## config.mk

```make
export PLATFORM = sky130hd
export DESIGN_NAME = bcd_to_bin_serial_flat
export DESIGN_NICKNAME = d
export VERILOG_FILES = /design/src/rtl/bcd_to_bin_serial_if.sv /design/src/rtl/bcd_to_bin_serial.sv /design/src/flat_wrapper.sv
export SDC_FILE = /design/constraint.sdc
export NUM_CORES = 1
export LEC_CHECK = 0
export BUFFER_PORTS_ARGS = -buffer_cell sky130_fd_sc_hd__clkbuf_2
export CORE_ASPECT_RATIO = 0.6
export CORE_UTILIZATION = 45
export DETAILED_ROUTE_END_ITERATION = 7
export PLACE_DENSITY = 0.64
export SLEW_MARGIN = 25
export SYNTH_ARGS = -nofsm -noshare
export SYNTH_HDL_FRONTEND = slang
export SYNTH_SLANG_ARGS = --single-unit
```

## constraint.sdc

```tcl
create_clock -name clk -period 1.97 [get_ports clk]
set_input_delay 0.394 -clock clk [delete_from_list [all_inputs] [get_ports clk]]
set_output_delay 0.394 -clock clk [all_outputs]
set_load 0.01 [all_outputs]
```

## src/rtl/bcd_to_bin_serial_if.sv

```systemverilog
// Handshake bundle for bcd_to_bin_serial: BCD source side (in_*) and
// binary consumer side (out_*). The slave modport is the converter's view.
interface bcd_to_bin_serial_if #(
    parameter int unsigned DIGITS = 2,
    parameter int unsigned BIN_W  = 8
);
    logic                in_valid;
    logic                in_ready;
    logic [4*DIGITS:0]   in_bcd;
    logic                out_valid;
    logic                out_ready;
    logic [BIN_W-1:0]    out_bin;
    logic                out_err;

    modport master (
        output in_valid, in_bcd, out_ready,
        input  in_ready, out_valid, out_bin, out_err
    );

    modport slave (
        input  in_valid, in_bcd, out_ready,
        output in_ready, out_valid, out_bin, out_err
    );
endinterface

```

## src/rtl/bcd_to_bin_serial.sv

```systemverilog
// Digit-serial packed-BCD (with carry above the MSD) to unsigned binary
// converter. One digit is folded in per cycle as acc = acc*10 + digit.
// Optional macro BCD2BIN_ERR_CNT_EN adds a saturating 8-bit count of
// accepted inputs that contained a non-decimal digit.
module bcd_to_bin_serial #(
    parameter int unsigned DIGITS = 2,
    parameter int unsigned BIN_W  = 8
) (
    input  logic                  clk,
    input  logic                  rst,
`ifdef BCD2BIN_ERR_CNT_EN
    output logic [7:0]            err_count,
`endif
    bcd_to_bin_serial_if.slave    bus
);

    localparam int unsigned CW = (DIGITS > 1) ? $clog2(DIGITS) : 1;

    typedef enum logic [1:0] {
        IDLE,
        CONV,
        DONE
    } state_t;

    state_t              state_q, state_d;
    logic [BIN_W-1:0]    acc_q, acc_d;
    logic [4*DIGITS-1:0] shreg_q, shreg_d;
    logic [CW-1:0]       cnt_q, cnt_d;
    logic                err_q, err_d;
    logic [BIN_W-1:0]    out_bin_q, out_bin_d;
    logic                out_err_q, out_err_d;

    logic                accept;
    logic                digit_err;
    logic [BIN_W-1:0]    acc_step;

    // Any packed digit above 9; the carry bit is never checked.
    always_comb begin
        digit_err = 1'b0;
        for (int unsigned i = 0; i < DIGITS; i++) begin
            if (bus.in_bcd[4*i +: 4] > 4'd9) begin
                digit_err = 1'b1;
            end
        end
    end

    assign accept   = bus.in_valid & bus.in_ready;
    assign acc_step = (acc_q << 3) + (acc_q << 1) + BIN_W'(shreg_q[4*DIGITS-1 -: 4]);

    // State register.
    always_ff @(posedge clk or posedge rst) begin
        if (rst) begin
            state_q <= IDLE;
        end else begin
            state_q <= state_d;
        end
    end

    // Next-state logic.
    always_comb begin
        state_d = state_q;
        unique case (state_q)
            IDLE: begin
                if (accept) begin
                    state_d = CONV;
                end
            end
            CONV: begin
                if (cnt_q == '0) begin
                    state_d = DONE;
                end
            end
            DONE: begin
                if (bus.out_ready) begin
                    state_d = accept ? CONV : IDLE;
                end
            end
            default: state_d = IDLE;
        endcase
    end

    // Handshake outputs decoded from state.
    always_comb begin
        bus.in_ready  = (state_q == IDLE) | ((state_q == DONE) & bus.out_ready);
        bus.out_valid = (state_q == DONE);
    end

    // Datapath next values; result registers load only when leaving CONV.
    always_comb begin
        acc_d     = acc_q;
        shreg_d   = shreg_q;
        cnt_d     = cnt_q;
        err_d     = err_q;
        out_bin_d = out_bin_q;
        out_err_d = out_err_q;
        if (accept) begin
            acc_d   = BIN_W'(bus.in_bcd[4*DIGITS]);
            shreg_d = bus.in_bcd[4*DIGITS-1:0];
            cnt_d   = CW'(DIGITS - 1);
            err_d   = digit_err;
        end else if (state_q == CONV) begin
            acc_d   = acc_step;
            shreg_d = shreg_q << 4;
            if (cnt_q == '0) begin
                out_bin_d = err_q ? '0 : acc_step;
                out_err_d = err_q;
            end else begin
                cnt_d = cnt_q - 1'b1;
            end
        end
    end

    // Datapath registers.
    always_ff @(posedge clk or posedge rst) begin
        if (rst) begin
            acc_q     <= '0;
            shreg_q   <= '0;
            cnt_q     <= '0;
            err_q     <= 1'b0;
            out_bin_q <= '0;
            out_err_q <= 1'b0;
        end else begin
            acc_q     <= acc_d;
            shreg_q   <= shreg_d;
            cnt_q     <= cnt_d;
            err_q     <= err_d;
            out_bin_q <= out_bin_d;
            out_err_q <= out_err_d;
        end
    end

    assign bus.out_bin = out_bin_q;
    assign bus.out_err = out_err_q;

`ifdef BCD2BIN_ERR_CNT_EN
    logic [7:0] err_cnt_q, err_cnt_d;

    // Saturating count of accepted inputs carrying a non-decimal digit.
    always_comb begin
        err_cnt_d = err_cnt_q;
        if (accept && digit_err && (err_cnt_q != 8'hFF)) begin
            err_cnt_d = err_cnt_q + 8'd1;
        end
    end

    // Error counter register, cleared only by reset.
    always_ff @(posedge clk or posedge rst) begin
        if (rst) begin
            err_cnt_q <= '0;
        end else begin
            err_cnt_q <= err_cnt_d;
        end
    end

    assign err_count = err_cnt_q;
`endif

endmodule
```

## src/flat_wrapper.sv

```systemverilog
// flat-port wrapper written by rule: the top's interface ports become plain ports
module bcd_to_bin_serial_flat 
#(
    parameter int unsigned DIGITS = 2,
    parameter int unsigned BIN_W  = 8
)
  (clk, rst, bus_in_valid, bus_in_bcd, bus_out_ready, bus_in_ready, bus_out_valid, bus_out_bin, bus_out_err);
  bcd_to_bin_serial_if #(.DIGITS(DIGITS), .BIN_W(BIN_W)) bus_i ();
  input  logic clk;
  input  logic rst;
  input wire logic [$bits(bus_i.in_valid)-1:0] bus_in_valid;
  input wire logic [$bits(bus_i.in_bcd)-1:0] bus_in_bcd;
  input wire logic [$bits(bus_i.out_ready)-1:0] bus_out_ready;
  output wire logic [$bits(bus_i.in_ready)-1:0] bus_in_ready;
  output wire logic [$bits(bus_i.out_valid)-1:0] bus_out_valid;
  output wire logic [$bits(bus_i.out_bin)-1:0] bus_out_bin;
  output wire logic [$bits(bus_i.out_err)-1:0] bus_out_err;
  assign bus_i.in_valid = bus_in_valid;
  assign bus_i.in_bcd = bus_in_bcd;
  assign bus_i.out_ready = bus_out_ready;
  assign bus_in_ready = bus_i.in_ready;
  assign bus_out_valid = bus_i.out_valid;
  assign bus_out_bin = bus_i.out_bin;
  assign bus_out_err = bus_i.out_err;
  bcd_to_bin_serial #(.DIGITS(DIGITS), .BIN_W(BIN_W)) u_core (.clk(clk), .rst(rst), .bus(bus_i));
endmodule
```

After elaboration in Yosys (flattened, before gate mapping)
Index checks and enable logic that the tools add are counted.
{"block": "totals", "mem_bits_rw": 0, "memories": 0, "in_bits": 13, "rom_bits": 0, "reg_bits": 28, "out_inout_bits": 11, "latch_bits": 0}
{"block": "op_classes", "n_lt_le_gt_ge": 2, "n_bitwise": 5, "add_sub_neg": 3, "shifts": 0, "n_mux": 15, "n_div": 0, "n_reduce_logical": 4, "n_eq_ne": 5, "mul": 0}
{"op": "$mux W8", "n": 3}
{"op": "$mux W7", "n": 2}
{"op": "$add A8 B4 Y8", "n": 1}
{"op": "$add A8 B8 Y8", "n": 1}
{"op": "$gt A4 B4 Y1 const B", "n": 2}
{"op": "$mux W1", "n": 6}
{"op": "$mux W2", "n": 3}
{"op": "$pmux W2 S3", "n": 1}
{"op": "$reduce_and A3 Y1", "n": 2}
{"op": "$ne A2 B2 Y1 const B", "n": 2}
{"op": "$and A1 B1 Y1", "n": 2}
{"op": "$eq A2 B1 Y1 const B", "n": 1}
{"op": "$eq A2 B2 Y1 const B", "n": 1}
{"op": "$logic_not A2 Y1", "n": 1}
{"op": "$ne A2 B1 Y1 const B", "n": 1}
{"op": "$not A1 Y1", "n": 2}
{"op": "$reduce_bool A2 Y1", "n": 1}
{"op": "$or A1 B1 Y1", "n": 1}
{"op": "$sub A1 B1 Y1 const B", "n": 1}

Depth between registers and ports, before layout
Gate-level depths: netlist (run 1).
{"block": "logic_depth", "ltp_word": 7, "mapped_depth": 8, "depth_no_buf": 8}

Worst setup path before layout (run 1)
No wires, ideal clock.
{"block": "synth_path", "path_type": "register to register", "from": "register u_core.acc_q[0]", "to": "register u_core.acc_q[6]", "path_buffers": 0, "required_ps": 1837, "setup_ps": 133, "slack_ps": -48, "stages_incl_launch_ff": 8, "period_less_slack_ps": 2018, "t_arrival_ps": 1885, "path_cell_list": "dfrtp_1 inv_1 fa_1 fa_1 nor2b_1 o21ai_0 a21boi_0 o32ai_1"}
{"block": "synth_via", "elab_chain_cells": 4}
{"item": "start: declaration", "line": "bcd_to_bin_serial.sv:26", "source": "logic [BIN_W-1:0] acc_q, acc_d;"}
{"item": "start signal: assignment", "line": "bcd_to_bin_serial.sv:116", "source": "acc_q <= '0;"}
{"item": "start signal: assignment", "line": "bcd_to_bin_serial.sv:123", "source": "acc_q <= acc_d;"}
{"item": "$add A8 B8 Y8", "line": "bcd_to_bin_serial.sv:48", "source": "assign acc_step = (acc_q << 3) + (acc_q << 1) + BIN_W'(shreg_q[4*DIGITS-1 -: 4]);"}
{"item": "$add A8 B4 Y8", "line": "bcd_to_bin_serial.sv:48"}
{"item": "$mux W7", "line": "bcd_to_bin_serial.sv:101", "source": "end else if (state_q == CONV) begin"}
{"item": "$mux W7", "line": "bcd_to_bin_serial.sv:96", "source": "if (accept) begin"}
No other way between the ends. The select of a mux whose other input is x is not followed.
A chain may end at the register's enable or synchronous reset.

Worst setup path in the final report (run 1)
{"block": "layout_path", "from": "register u_core.shreg_q[7]", "to": "register u_core.acc_q[5]"}
{"block": "layout_via", "elab_chain_cells": 3}
{"item": "start: declaration", "line": "bcd_to_bin_serial.sv:27", "source": "logic [4*DIGITS-1:0] shreg_q, shreg_d;"}
{"item": "start signal: assignment", "line": "bcd_to_bin_serial.sv:124", "source": "shreg_q <= shreg_d;"}
{"item": "$add A8 B4 Y8", "line": "bcd_to_bin_serial.sv:48"}
{"item": "$mux W7", "line": "bcd_to_bin_serial.sv:101"}
{"item": "$mux W7", "line": "bcd_to_bin_serial.sv:96"}
No other way between the ends. The select of a mux whose other input is x is not followed.

==> metrics.txt, run 1 <==
DR vias approximately 1100; CP Max Fanout 2; fin crit period ~2.1 ns; die area around 3500 sq um; first-pass GRT wire length ~5300 microns; Post-synth EDFFs 0; Min Hold Slack about 0.15 ns; Antenna diodes 0; Finish-stage setup viols 5; MaxCap Viol Count 0; type of the worst setup path flip-flop to flip-flop; layout cell share with drive strength beyond 1 between 30% and 40%; part of the Yosys area used for sequential elements a little under half; Syn Area/Cell around 10 sq um; core area 3000 sq um; reg-to-reg critical path startpoint u_core.shreg_q[7]$_DFFE_PP0P_; number of distinct library cells after synthesis 34; Skew-Pair Late Insertion Delay around 0.28 ns; dpl hpwl 2290 microns; DIE HEIGHT ~47 microns; Mapped Area between 1000 and 1500 sq um; FP Rows 15; # DRC 0; Placer Congestion about 0.85; Final WS setup -0.147 ns; drt wl/cell about 15 microns; CTS sink cnt 28; cell count after synthesis around 140; Post-DRT Antenna Nets 0; syn_nets around 170; startpoint class of the critical path flip-flop; Hold Path Class input port to async pin; Ys Warns 0; mean number of vias per cell approximately 5.3; Worst Skew around 0.0024 ns; most common cell after layout, fill and taps aside dfrtp_1; fin crit share 107%; initial antenna violation count 0; H-Tree Depth 1; Fin. Hold Viols 0; Max rail drop VDD about 0.77 mV; Max Freq between 0.4 and 0.5 GHz; Num CTS Buffers 3; slew of the pin with the lowest slew margin 0.606 ns; Yosys reg bits 28; DRT Wirelength ~3200 microns; total track usage between 20% and 30%; count of pins over their slew limit 0; failing checks negative setup slack; CP Capture Type flip-flop; PortBufs 23; Initial Util about half; main flop type after synthesis dfrtp_1; Slew headroom 59.6%; placed insts ~210; CTS tree yes; Area Overhead vs Synth 20.8%; Ports 24; Worst Path Required about 2.1 ns; largest net degree at the start of global routing 29; most frequent cells in the layout dfrtp_1, nand2_1, clkbuf_2; outcome finished with violations; hold-fix buffers at CTS 0; Max clock buf depth 2; total gr overflow 0; pwr dens around 1700 nW/um^2; Die Wd around 76 microns; Pleak roughly 0.0009 uW; Root Driver clkbuf_8; Final Non-Filler Cells around 220; Initial DRC Count between 70 and 80; nets 202; Initial DRT Pass Iterations 4; CP arrival roughly 2.3 ns; vias in the first global route 1108; clk slew on worst S/H paths 0.09 ns; crit path from u_core.shreg_q[7]$_DFFE_PP0P_; asr flop ratio synth between 90% and 100%; RSZ-0062 raised after global routing yes
-- cells in the mapped netlist (3+ instances only) --
cell | instances | area share, %
o22ai_1 | 3 | 1.3
nand2_1 | 23 | 5.8
xor2_1 | 3 | 1.8
buf_2 | 3 | 1.0
a22o_1 | 3 | 1.8
dfrtp_1 | 28 | 47
ha_1 | 10 | 8.4
inv_1 | 11 | 2.8
a21oi_1 | 3 | 1.0
nand2b_1 | 5 | 2.1
a21o_1 | 6 | 3.0
o21ai_0 | 9 | 3.0
o31ai_1 | 6 | 3.0
-- area by class of cell --
type                       count  area, sq um
clock buffer                   3         41.3
inverter                      11         41.3
sequential                    28          701
tap                           42         52.6
multi-input combinational     96          741
fill                         262         1210
timing repair buffer          37          220
-- critical path: stages (launching register included) --
cell and delay (ns):
dfrtp_1 0.35, inv_2 0.05, fa_1 0.58, inv_1 0.06, ha_1 0.28, a21o_1 0.21
a21oi_2 0.18, xor2_2 0.18, o22ai_1 0.10
-- where the power goes --
| group | internal (uW) | switching [uW] |
|---|---|---|
| Sequential | 814 | 194 |
| Combinational | 804 | 942 |
| Clock | 138 | 178 |
| Total | 1760 | 1310 |
-- state kept, by name, summed over array words and instances (netlist names) --
register            cells
u_core.shreg_q          8
u_core.acc_q            7
u_core.state_q          2
u_core.bus.out_bin      8
u_core.bus.out_err      1
u_core.cnt_q            1
u_core.err_q            1
-- worst paths after layout --
kind	to	slack, ns	cells past startpoint
worst max-delay path	u_core.acc_q[5]$_DFFE_PP0P_	-0.15	8
worst min-delay path	u_core.shreg_q[0]$_DFFE_PP0P_	0.15	3
worst max register to register	u_core.acc_q[5]$_DFFE_PP0P_	-0.15	8
worst min register to register	u_core.bus.out_bin[3]$_DFFE_PP0P_	0.48	2
max in group asynchronous	u_core.acc_q[4]$_DFFE_PP0P_	1.55	3
min in group clk	u_core.shreg_q[0]$_DFFE_PP0P_	0.32	3
-- layer usage --
| metal | GRT usage [%] | vias up | routed length, microns |
|---|---|---|---|
| met3 | 5.35 | 7 | 147 |
| met1 | 26.9 | 552 | 1530 |
| met2 | 33.3 | 29 | 1460 |
| met4 | 6.54 | 0 | 36 |
| met5 | 0 | - | 0 |
| li1 | - | 560 | - |
-- repair_timing --
| action | in CTS | in global routing |
|---|---|---|
| pin swaps | 11 | 1 |
| setup buffers | 2 | 0 |
| gates resized for setup | 6 | 6 |
| endpoints found under the setup margin | 7 | 7 |
-- through the flow --
step	cell area [sq um]	setup WS [ns]	total power (uW)	setup TNS, ns	util (%)
3_3_place_gp	1700	-0.117	2530	-0.489	56.6
2_1_floorplan	1490	-0.000708	2080	-0.000708	-
4_1_cts	1770	-0.140	2990	-0.562	58.9
3_5_place_dp	1700	-0.208	2600	-1.04	56.6
6_report	1800	-0.147	3070	-0.513	59.8
5_1_grt	1800	-0.254	3320	-1.01	59.8
-- cell families (layout without fill, tap and decap cells) --
kind of cell,Yosys count,after routing,share of synthesized area (%)
AO/OA/AOI/OAI,42,42,20.9
flip-flops,28,28,47.1
XOR/XNOR,4,4,2.36
adder cells (fa/ha/maj),12,12,11.1
buffers and inverters,18,51,5.80
multiplexers,1,1,0.757
AND/OR/NAND/NOR,37,37,12.0
Power figures use the tool's default switching activity.
==> run 2: changes to the inputs <==
Settings changed: CELL_PAD_IN_SITES_DETAIL_PLACEMENT set to 1, CELL_PAD_IN_SITES_GLOBAL_PLACEMENT set to 2, CORE_UTILIZATION 45 to 32, PLACE_DENSITY 0.64 to 0.71.
==> run 2 against run 1 <==
The flow still finishes with violations (negative setup slack). Power up 8.1%. Flip-flop and latch count is the same. Critical path depth unchanged. Clock skew up 0.012 ns. Die area grew 39%. Global-route usage fell by 4.1 points. Worst hold slack lost 0.0050 ns. Core utilization decreased by 16 points. Clock power rose by 12%.
==> metrics.txt, run 2 (synthesized netlist as in run 1, its figures left out) <==
core area 4280 sq um (was 3000 sq um); CTS sink cnt 28 (unchanged); most common cell after layout, fill and taps aside dfrtp_1 (unchanged); fin crit share 107% (about the same); nets 207 (was 202); Fin. Hold Viols 0 (unchanged); DR vias 1163 (was 1148); most frequent cells in the layout dfrtp_1, nand2_1, clkbuf_2 (unchanged); Area Overhead vs Synth 27.0% (was 20.8%); total gr overflow 0 (unchanged); Final Non-Filler Cells 241 (was 217); slew of the pin with the lowest slew margin 0.646 ns (was 0.606 ns); largest net degree at the start of global routing 29 (unchanged); CP arrival 2.29 ns (was 2.26 ns); CP Max Fanout 2 (unchanged); Worst Skew 0.0143 ns (was 0.00235 ns); total track usage 16.2% (was 20.3%); Ports 24 (unchanged); initial antenna violation count 0 (unchanged); Initial DRT Pass Iterations 4 (unchanged); outcome finished with violations (unchanged); fin crit period 2.10 ns (was 2.12 ns); design area 1890 sq um (was 1800 sq um); final design utilization 44.2% (was 59.8%); MaxCap Viol Count 0 (unchanged); Hold Path Class input port to async pin (unchanged); H-Tree Depth 1 (unchanged); pwr dens 1760 nW/um^2 (was 1710 nW/um^2); vias in the first global route 1155 (was 1108); clk slew on worst S/H paths 0.10 ns (was 0.09 ns); CTS tree yes (unchanged); Post-DRT Antenna Nets 0 (unchanged); Worst Path Required 2.16 ns (was 2.11 ns); DRT Wirelength 3580 microns (was 3170 microns); Skew-Pair Late Insertion Delay 0.28 ns (about the same); Max Freq 0.476 GHz (was 0.472 GHz); Max clock buf depth 2 (unchanged); crit path cell chain inv_1, fa_1, buf_4, fa_2, nor2b_2, o21ai_2, nor3b_4, o32ai_2 (was inv_2, fa_1, inv_1, ha_1, a21o_1, a21oi_2, xor2_2, o22ai_1); Initial DRC Count 26 (was 74); failing checks negative setup slack (unchanged); FP Rows 18 (was 15); Num CTS Buffers 3 (unchanged); layout cell share with drive strength beyond 1 34.3% (was 32.0%); count of pins over their slew limit 0 (unchanged); Slew headroom 56.9% (was 59.6%); DIE HEIGHT 54.8 microns (was 46.5 microns); hold-fix buffers at CTS 0 (unchanged); Root Driver clkbuf_8 (unchanged); crit-path max cell delay 0.44 ns (was 0.58 ns); Die Wd 90.0 microns (was 76.2 microns); die area 4930 sq um (was 3550 sq um); CP Capture Type flip-flop (unchanged); first-pass GRT wire length 6030 microns (was 5340 microns); Antenna diodes 0 (unchanged); placed insts 232 (was 212); startpoint class of the critical path flip-flop (unchanged); total power 3320 uW (was 3070 uW); FILL cells 482 (was 262); Final WS setup -0.131 ns (was -0.147 ns); Placer Congestion 0.807 (was 0.855); mean number of vias per cell 4.83 (was 5.29); drt wl/cell 14.9 microns (was 14.6 microns); Pleak 0.000938 uW (was 0.000899 uW); PortBufs 23 (unchanged); # DRC 0 (unchanged); Finish-stage setup viols 7 (was 5); dpl hpwl 2690 microns (was 2290 microns); type of the worst setup path flip-flop to flip-flop (unchanged); cell area after placement 1740 sq um (was 1700 sq um); RSZ-0062 raised after global routing yes (unchanged); Initial Util 34.8% (was 49.5%); Max rail drop VDD 0.496 mV (was 0.770 mV); Max stage delay cell, worst path fa_1 (unchanged)
-- run 2: power breakdown --
part,switching (uW),internal [uW],leakage [uW]
Combinational,1030,919,0.000552
Sequential,204,814,0.000357
Clock,175,179,0.0000288
Total,1410,1910,0.000938
-- run 2: layout make-up --
cell class                 count  area (sq um)  share of cell area (%)
clock buffer                   4          55.1                    2.91
sequential                    28           701                    37.1
multi-input combinational     96           759                    40.2
inverter                      11          41.3                    2.19
tap                           60          75.1                    3.97
timing repair buffer          42           258                    13.6
-- run 2: final timing paths --
path | slack [ns] | end | from | depth (start not counted)
max reg2reg | -0.13 | u_core.acc_q[6]$_DFFE_PP0P_ | u_core.acc_q[0]$_DFFE_PP0P_ | 8
max | -0.13 | u_core.acc_q[6]$_DFFE_PP0P_ | u_core.acc_q[0]$_DFFE_PP0P_ | 8
min | 0.15 | u_core.bus.out_err$_DFFE_PP0P_ | rst | 3
min reg2reg | 0.48 | u_core.bus.out_bin[4]$_DFFE_PP0P_ | u_core.bus.out_bin[4]$_DFFE_PP0P_ | 2
max in group asynchronous | 1.54 | u_core.shreg_q[2]$_DFFE_PP0P_ | rst | 3
min in group clk | 0.33 | u_core.shreg_q[0]$_DFFE_PP0P_ | bus_in_bcd[0] | 3
-- run 2: through the flow --
stage          hold WS, ns   TNS [ns]  setup slack (ns)
3_5_place_dp         0.468      -1.01            -0.189
2_1_floorplan        0.456  -0.000708         -0.000708
5_1_grt              0.191      -1.42            -0.262
4_1_cts              0.159     -0.468            -0.131
3_3_place_gp         0.460     -0.569            -0.145
6_report             0.149     -0.627            -0.131
-- run 2: worst max-delay path: cells and delay by family, from the launching register on --
family | cells | cell delay, ns
AOI/OAI and AO/OA | 2 | 0.30
adders and majority gates | 2 | 0.79
and+or+nand+nor | 2 | 0.29
buffers and inverters | 2 | 0.25
DFF | 1 | 0.39
-- run 2: what timing repair did --
item / 4_1_cts / 5_1_grt
resized for setup: 6 / 8
endpoints found under the setup margin: 7 / 7
pin swaps: 7 / 9
setup buffers: 4 / 1
-- run 2: routing by layer --
metal  global-route usage, %  routed length, microns  share of wire, %
met5                       0                       0                 0
met1                    23.7                    1960                55
met2                    25.4                    1510                42
met3                    3.89                     113               3.2
met4                   0.806                       0                 0
